`src/rtl/cp0_timer.sv`:
```
// MIPS coprocessor-0: SR, Cause, EPC, PRId, Count/Compare timer and exception/interrupt entry
// arbitration for the M-stage instruction, with a configurable number of hardware interrupt lines.
module cp0_timer #(
  parameter int unsigned NUM_HWINT      = 5,
  parameter logic [31:0] PRID           = 32'h12345678,
  parameter int unsigned COUNT_DIV_LOG2 = 0
) (
  input  logic                 clk,
  input  logic                 reset,
  input  logic [NUM_HWINT-1:0] hwint,
  input  logic                 we,
  input  logic [4:0]           wr_addr,
  input  logic [31:0]          wr_data,
  input  logic [4:0]           rd_addr,
  output logic [31:0]          rd_data,
  input  logic                 exc_req,
  input  logic [4:0]           exc_code,
  input  logic                 exc_bd,
  input  logic [31:0]          exc_pc,
  input  logic                 eret,
  output logic                 int_req,
  output logic                 take,
  output logic [31:0]          epc,
  output logic                 exl
);

  localparam logic [4:0] ADDR_COUNT   = 5'd9;
  localparam logic [4:0] ADDR_COMPARE = 5'd11;
  localparam logic [4:0] ADDR_SR      = 5'd12;
  localparam logic [4:0] ADDR_CAUSE   = 5'd13;
  localparam logic [4:0] ADDR_EPC     = 5'd14;
  localparam logic [4:0] ADDR_PRID    = 5'd15;

  logic [5:0]           im_q, im_d;
  logic                 ie_q, ie_d;
  logic                 exl_q, exl_d;
  logic                 bd_q, bd_d;
  logic                 ti_q, ti_d;
  logic [4:0]           exccode_q, exccode_d;
  logic [31:0]          epc_q, epc_d;
  logic [31:0]          count_q, count_d;
  logic [31:0]          compare_q, compare_d;
  logic [NUM_HWINT-1:0] ip_q;

  logic                 tick_s;
  logic                 wr_ok_s;
  logic                 count_wr_s;
  logic                 compare_wr_s;
  logic [NUM_HWINT:0]   pending_s;
  logic [5:0]           ip_field_s;

  generate
    if (COUNT_DIV_LOG2 == 0) begin : g_no_presc
      assign tick_s = 1'b1;
    end else begin : g_presc
      logic [COUNT_DIV_LOG2-1:0] presc_q;
      always_ff @(posedge clk or posedge reset) begin
        if (reset) presc_q <= '0;
        else       presc_q <= presc_q + COUNT_DIV_LOG2'(1);
      end
      // Count advances on the cycle the prescaler sits at its terminal value.
      assign tick_s = &presc_q;
    end
  endgenerate

  // TI occupies the IP7 slot above the hardware lines and is masked by IM[15].
  assign pending_s    = {ti_q & im_q[5], ip_q & im_q[NUM_HWINT-1:0]};
  assign int_req      = ie_q & ~exl_q & (|pending_s);
  assign take         = (int_req | exc_req) & ~reset;
  assign wr_ok_s      = we & ~take;
  assign count_wr_s   = wr_ok_s & (wr_addr == ADDR_COUNT);
  assign compare_wr_s = wr_ok_s & (wr_addr == ADDR_COMPARE);
  assign ip_field_s   = 6'(ip_q);
  assign epc          = epc_q;
  assign exl          = exl_q;

  always_comb begin
    im_d      = im_q;
    ie_d      = ie_q;
    exl_d     = exl_q;
    bd_d      = bd_q;
    exccode_d = exccode_q;
    epc_d     = epc_q;
    compare_d = compare_q;
    if (tick_s) count_d = count_q + 32'd1;
    else        count_d = count_q;

    if (take) begin
      exl_d     = 1'b1;
      exccode_d = int_req ? 5'd0 : exc_code;
      // A nested exception keeps the original return point.
      if (!exl_q) begin
        bd_d  = exc_bd;
        epc_d = exc_bd ? (exc_pc - 32'd4) : exc_pc;
      end else begin
        bd_d  = bd_q;
      end
    end else begin
      if (eret) exl_d = 1'b0;
      else      exl_d = exl_q;
      if (we) begin
        case (wr_addr)
          ADDR_SR: begin
            im_d  = wr_data[15:10];
            exl_d = wr_data[1];
            ie_d  = wr_data[0];
          end
          ADDR_EPC:     epc_d     = {wr_data[31:2], 2'b00};
          ADDR_COUNT:   count_d   = wr_data;
          ADDR_COMPARE: compare_d = wr_data;
          default:      ;
        endcase
      end else begin
        im_d = im_q;
      end
    end

    if (compare_wr_s)                                       ti_d = 1'b0;
    else if ((tick_s | count_wr_s) && count_d == compare_q) ti_d = 1'b1;
    else                                                    ti_d = ti_q;
  end

  always_ff @(posedge clk or posedge reset) begin
    if (reset) begin
      im_q      <= 6'd0;
      ie_q      <= 1'b0;
      exl_q     <= 1'b0;
      bd_q      <= 1'b0;
      ti_q      <= 1'b0;
      exccode_q <= 5'd0;
      epc_q     <= 32'd0;
      count_q   <= 32'd0;
      compare_q <= 32'd0;
      ip_q      <= '0;
    end else begin
      im_q      <= im_d;
      ie_q      <= ie_d;
      exl_q     <= exl_d;
      bd_q      <= bd_d;
      ti_q      <= ti_d;
      exccode_q <= exccode_d;
      epc_q     <= epc_d;
      count_q   <= count_d;
      compare_q <= compare_d;
      ip_q      <= hwint;
    end
  end

  always_comb begin
    rd_data = 32'd0;
    case (rd_addr)
      ADDR_COUNT:   rd_data = count_q;
      ADDR_COMPARE: rd_data = compare_q;
      ADDR_SR:      rd_data = {16'd0, im_q, 8'd0, exl_q, ie_q};
      ADDR_CAUSE:   rd_data = {bd_q, ti_q, 14'd0, ip_field_s, 3'd0, exccode_q, 2'd0};
      ADDR_EPC:     rd_data = epc_q;
      ADDR_PRID:    rd_data = PRID;
      default:      rd_data = 32'd0;
    endcase
  end

endmodule

```
`config.mk`:
```
export PLATFORM = sky130hd
export DESIGN_NAME = cp0_timer
export DESIGN_NICKNAME = d
export VERILOG_FILES = /design/src/rtl/cp0_timer.sv
export SDC_FILE = /design/constraint.sdc
export NUM_CORES = 1
export LEC_CHECK = 0
export CAP_MARGIN = 20
export CORE_UTILIZATION = 35
export CTS_CLUSTER_SIZE = 10
export DETAILED_ROUTE_END_ITERATION = 10
export GPL_ROUTABILITY_DRIVEN = 1
export GPL_TIMING_DRIVEN = 0
export HOLD_SLACK_MARGIN = 0.12
export PLACE_DENSITY = 0.63
export SKIP_CTS_REPAIR_TIMING = 1
export SLEW_MARGIN = 20
export SYNTH_ARGS = -nofsm -noshare
export SYNTH_HDL_FRONTEND = slang
export SYNTH_SLANG_ARGS = --single-unit
```
`constraint.sdc`:
```
create_clock -name clk -period 9.8 [get_ports clk]
set_clock_uncertainty 0.15 [all_clocks]
set_input_delay 0.98 -clock clk [delete_from_list [all_inputs] [get_ports clk]]
set_output_delay 0.98 -clock clk [all_outputs]
set_load 0.05 [all_outputs]
```
# Yosys cells after proc, flatten, opt, wreduce, memory -nomap -nowiden
# Index checks and enable logic that the tools add are counted.
[op_classes] n_eq_ne=12 reduce_logical=8 add_sub_neg=2 muxes=16 bitwise=11
[ops] op="$mux W32" n=8
[ops] op="$pmux W32 S6" n=1
[ops] op="$eq A5 B4 Y1 const B" n=10
[ops] op="$add A32 B1 Y32 const B" n=1
[ops] op="$eq A32 B32 Y1" n=1
[ops] op="$sub A32 B3 Y32 const B" n=1
[ops] op="$reduce_and A3 Y1" n=3
[ops] op="$and A1 B1 Y1" n=6
[ops] op="$mux W1" n=6
[ops] op="$reduce_bool A2 Y1" n=3
[ops] op="$reduce_or A6 Y1" n=1
[ops] op="$and A5 B5 Y5" n=1
[ops] op="$mux W5" n=1
[ops] op="$not A1 Y1" n=3
[ops] op="$ne A2 B2 Y1 const B" n=1
[ops] op="$reduce_and A2 Y1" n=1
[ops] op="$or A1 B1 Y1" n=1
[totals] output_inout_bits=67 wordCells=59 reg_bits=116 input_bits=90

# Logic depth before layout (Yosys ltp)
[logic_depth] word_depth=9 mapped_depth=12

# Worst setup path before layout
# Ideal clock, no wire load.
[synth_timing] path_kind="input -> output" from="input port rd_addr[1]" to="output port rd_data[16]" cell_stages=4 arrival_time_ps=2915 slack_ps=5755 n_path_buf=2 cell_sequence="clkbuf_1 -> buf_1 -> mux2i_1 -> o21ai_0"
[synth_via] elab_chain_cells=2 elab_cells_between_ends=7 cone_classes="eq/ne (6); mux (1)"
[synth_rtl] item="from (decl)" line_no="14" rtl="input logic [4:0] rd_addr,"
[synth_rtl] item="$eq A5 B4 Y1" line_no="151" rtl="case (rd_addr)"
[synth_rtl] item="$pmux W32 S6 *" line_no="151"
[synth_rtl] item="to (decl)" line_no="15" rtl="output logic [31:0] rd_data,"
# Every way passes the cells marked *; elsewhere a longest branch is shown, timed or not.

# Worst setup path in the final report
[layout_timing] from="input port rd_addr[3]" to="output port rd_data[16]"
# Same word-level chain as after synthesis.

==> impl_metrics.toml <==
[run_status]
run_status = "finished, final reports clean"

[clocking]
cts_buffers = 17
cts_buffer_depth = 2
clk_latency_ns = 0.42
htreeDepth = 4
root_buffer = "clkbuf_16"
cts.sink_count = 116
clk_pin_slew_ns = 0.05
cts_tree = "built"

[placement]
gp_congestion = 0.925
port_buffers = 154
pre_cts_slack_ns = 4.50
dp_hpwl_mm = 20.2

[critical_path]
start_kind = "primary input"
r2r_cells = 11
rrSetupSlack_ns = 5.85
cp.arrival_ns = 4.29
worstSetupPathType = "primary input to output port"
worstPathRequired_ns = 8.67
end_kind = "output port"
rr_startpoint = "exl$_DFF_PP0_"
crit_fanout = 10
timing.rr.end = "count_q[26]$_DFF_PP0_"

[timing]
fmaxAchievable_mhz = 184
finalCritPeriodShare = 0.553
slew_headroom = 0.320
setup_violations = 0
setup_ws_ns = 4.38
hold_viol = 0
slew_violations = 0
setup_tns_ns = 0
tightest_slew_ns = 1.02
min_period_ns = 5.42
rsz0062_at_grt = "no"

[logic_synthesis]
syn_area_sq_um = 7250
syn_nets = 889
ys_dominant_reg_cell = "dfrtp_1"
synth_edf_count = 0
yosysTopAreaCellShare = 0.400
synth-async-reset-ratio = 1.00
syn_avg_cell_area_sq_um = 9.09
ys_seq_area_frac = 0.400
synth_cell_types = 62
yosys.area.top_type = "dfrtp_1"
synthCells = 797
yosys-top-cells-area = "dfrtp_1 40%, mux2_2 7.3%, mux2i_1 5.5%"
ys_seq_elements = 116
yosysWarnings = 0

[power_and_ir_drop]
power_leakage_nw = 3.89
cellPowerDensity_nw_per_um2 = 225
vdd_drop_max_mv = 0.149
power_mw = 2.18

[routing]
drc_errors = 0
drt_wl_total_mm = 26.5
drt_iter0_drc = 503
vias = 6947
via_per_inst = 5.55
drt_pass1_iterations = 5
wl_per_cell_microns = 21.2
drt.antenna.violating_nets = 0

[grt]
antenna_found_initial = 0
grt_pass1_vias = 6811
grt_usage = 0.254
grt_start_max_net_pins = 60
overflow = 0
grt_pass1_wl_mm = 40.4

[floorplan]
chipWidth_microns = 146
dieHeight_microns = 146
io_pins = 157
floorplan.rows = 52
dieArea_sq_um = 21300
core_area_sq_um = 20300
start_util = 0.357

[cells_and_area]
fin_nets = 1063
final_cell_mix = "154 x clkdlybuf4s50_1, 116 x dfrtp_1, 80 x nand2_1"
final_core_util = 0.478
multi_input_area_sq_um = 4060
final_common_cell = "clkdlybuf4s50_1"
antennaDiodeCount = 0
drive_gt1_frac = 0.0938
seqCellArea_sq_um = 2900
area_growth_pct = 33.8
fillers = 1981

[hold_path]
holdPathStages = 1
hold_path_class = "flop to flop"
min_to = "exccode_q[3]$_DFFE_PP0P_"
hold_start = "exccode_q[3]$_DFFE_PP0P_"

[job]
maxCapViolCount = 0
## power by group
part           internal (mW)  total, mW  switching (mW)  leakage (nW)
Sequential             0.612      0.765           0.153          1.41
Clock                  0.357      0.577           0.220         0.267
Combinational          0.327      0.839           0.512          2.22
## registers in the layout (all words and copies together) (netlist names)
| signal | count |
|---|---|
| ti_q | 1 |
| epc | 32 |
| im_q | 6 |
| exl | 1 |
| ie_q | 1 |
| bd_q | 1 |
| compare_q | 32 |
| exccode_q | 5 |
| count_q | 32 |
| ip_q | 5 |
## per-layer routing
metal	part of all wire	global-route usage	up-vias
met5	0	0	-
met4	0.025	0.0937	0
met3	0.061	0.0536	40
met2	0.47	0.407	278
met1	0.45	0.337	3423
li1	-	-	3206
## worst max path at each step
stage / startpoint / to
after floorplan: reset / bd_q$_DFFE_PP0P_
after global placement: reset / epc[25]$_DFFE_PP0P_
after detailed placement: rd_addr[3] / rd_data[16]
after CTS: rd_addr[3] / rd_data[16]
after global routing: rd_addr[3] / rd_data[23]
final: rd_addr[3] / rd_data[16]
## synth_stat cells, types with 3 or more instances
| library cell | count |
|---|---|
| nor3_1 | 18 |
| mux2i_1 | 40 |
| xnor2_1 | 43 |
| nand4_1 | 16 |
| mux2_2 | 47 |
| o211ai_1 | 4 |
| or4_1 | 5 |
| o21ai_0 | 67 |
| o221ai_1 | 3 |
| nand2b_1 | 3 |
| nor4_1 | 11 |
| a22o_1 | 8 |
| o22ai_1 | 10 |
| and4_1 | 3 |
| buf_2 | 3 |
| a2111oi_0 | 3 |
| nor2_1 | 51 |
| nand3_1 | 27 |
| xor2_1 | 42 |
| a22oi_1 | 6 |
| o21ai_1 | 11 |
| a31oi_1 | 3 |
| clkbuf_1 | 33 |
| nand2_1 | 80 |
| dfrtp_1 | 116 |
| inv_1 | 29 |
| a21oi_1 | 50 |
| a211oi_1 | 4 |
| buf_1 | 8 |
| nor2b_1 | 3 |
| or3_1 | 8 |
| and3_1 | 4 |
## area by class of cell
cell class,count,share of cell area
multi-input cells,607,0.419
flip-flops and latches,116,0.299
repair buffers,155,0.162
clock buffers,25,0.0532
well taps,270,0.0348
plain buffers,44,0.0174
inverters,30,0.0121
clock inverters,4,0.00232
## logic make-up after synthesis
logic type | synth area share
adders and majority gates | 0.00345
xor gates and xnor gates | 0.106
and+or+nand+nor | 0.169
DFF | 0.400
AOI/OAI and AO/OA | 0.154
muxes | 0.128
buffers and inverters | 0.0388
## through the flow
step                instance area (sq um)  instances  hold WS [ns]
finish                               9700       1251         0.359
global route                         9700       1251         0.383
CTS                                  9700       1251         0.361
detailed placement                   9160       1222         0.347
global placement                     9130       1221         0.340
floorplan                            7250        797         0.321
## critical path, cell delays in order
cell	delay, ns
clkdlybuf4s50_1	0.45
nor2b_1	0.23
and3_1	0.18
clkbuf_1	0.25
nor2b_1	0.44
clkbuf_1	0.57
nand2_1	0.13
o21ai_0	0.18
clkdlybuf4s50_1	0.87
(Power assumes the default switching activity.)
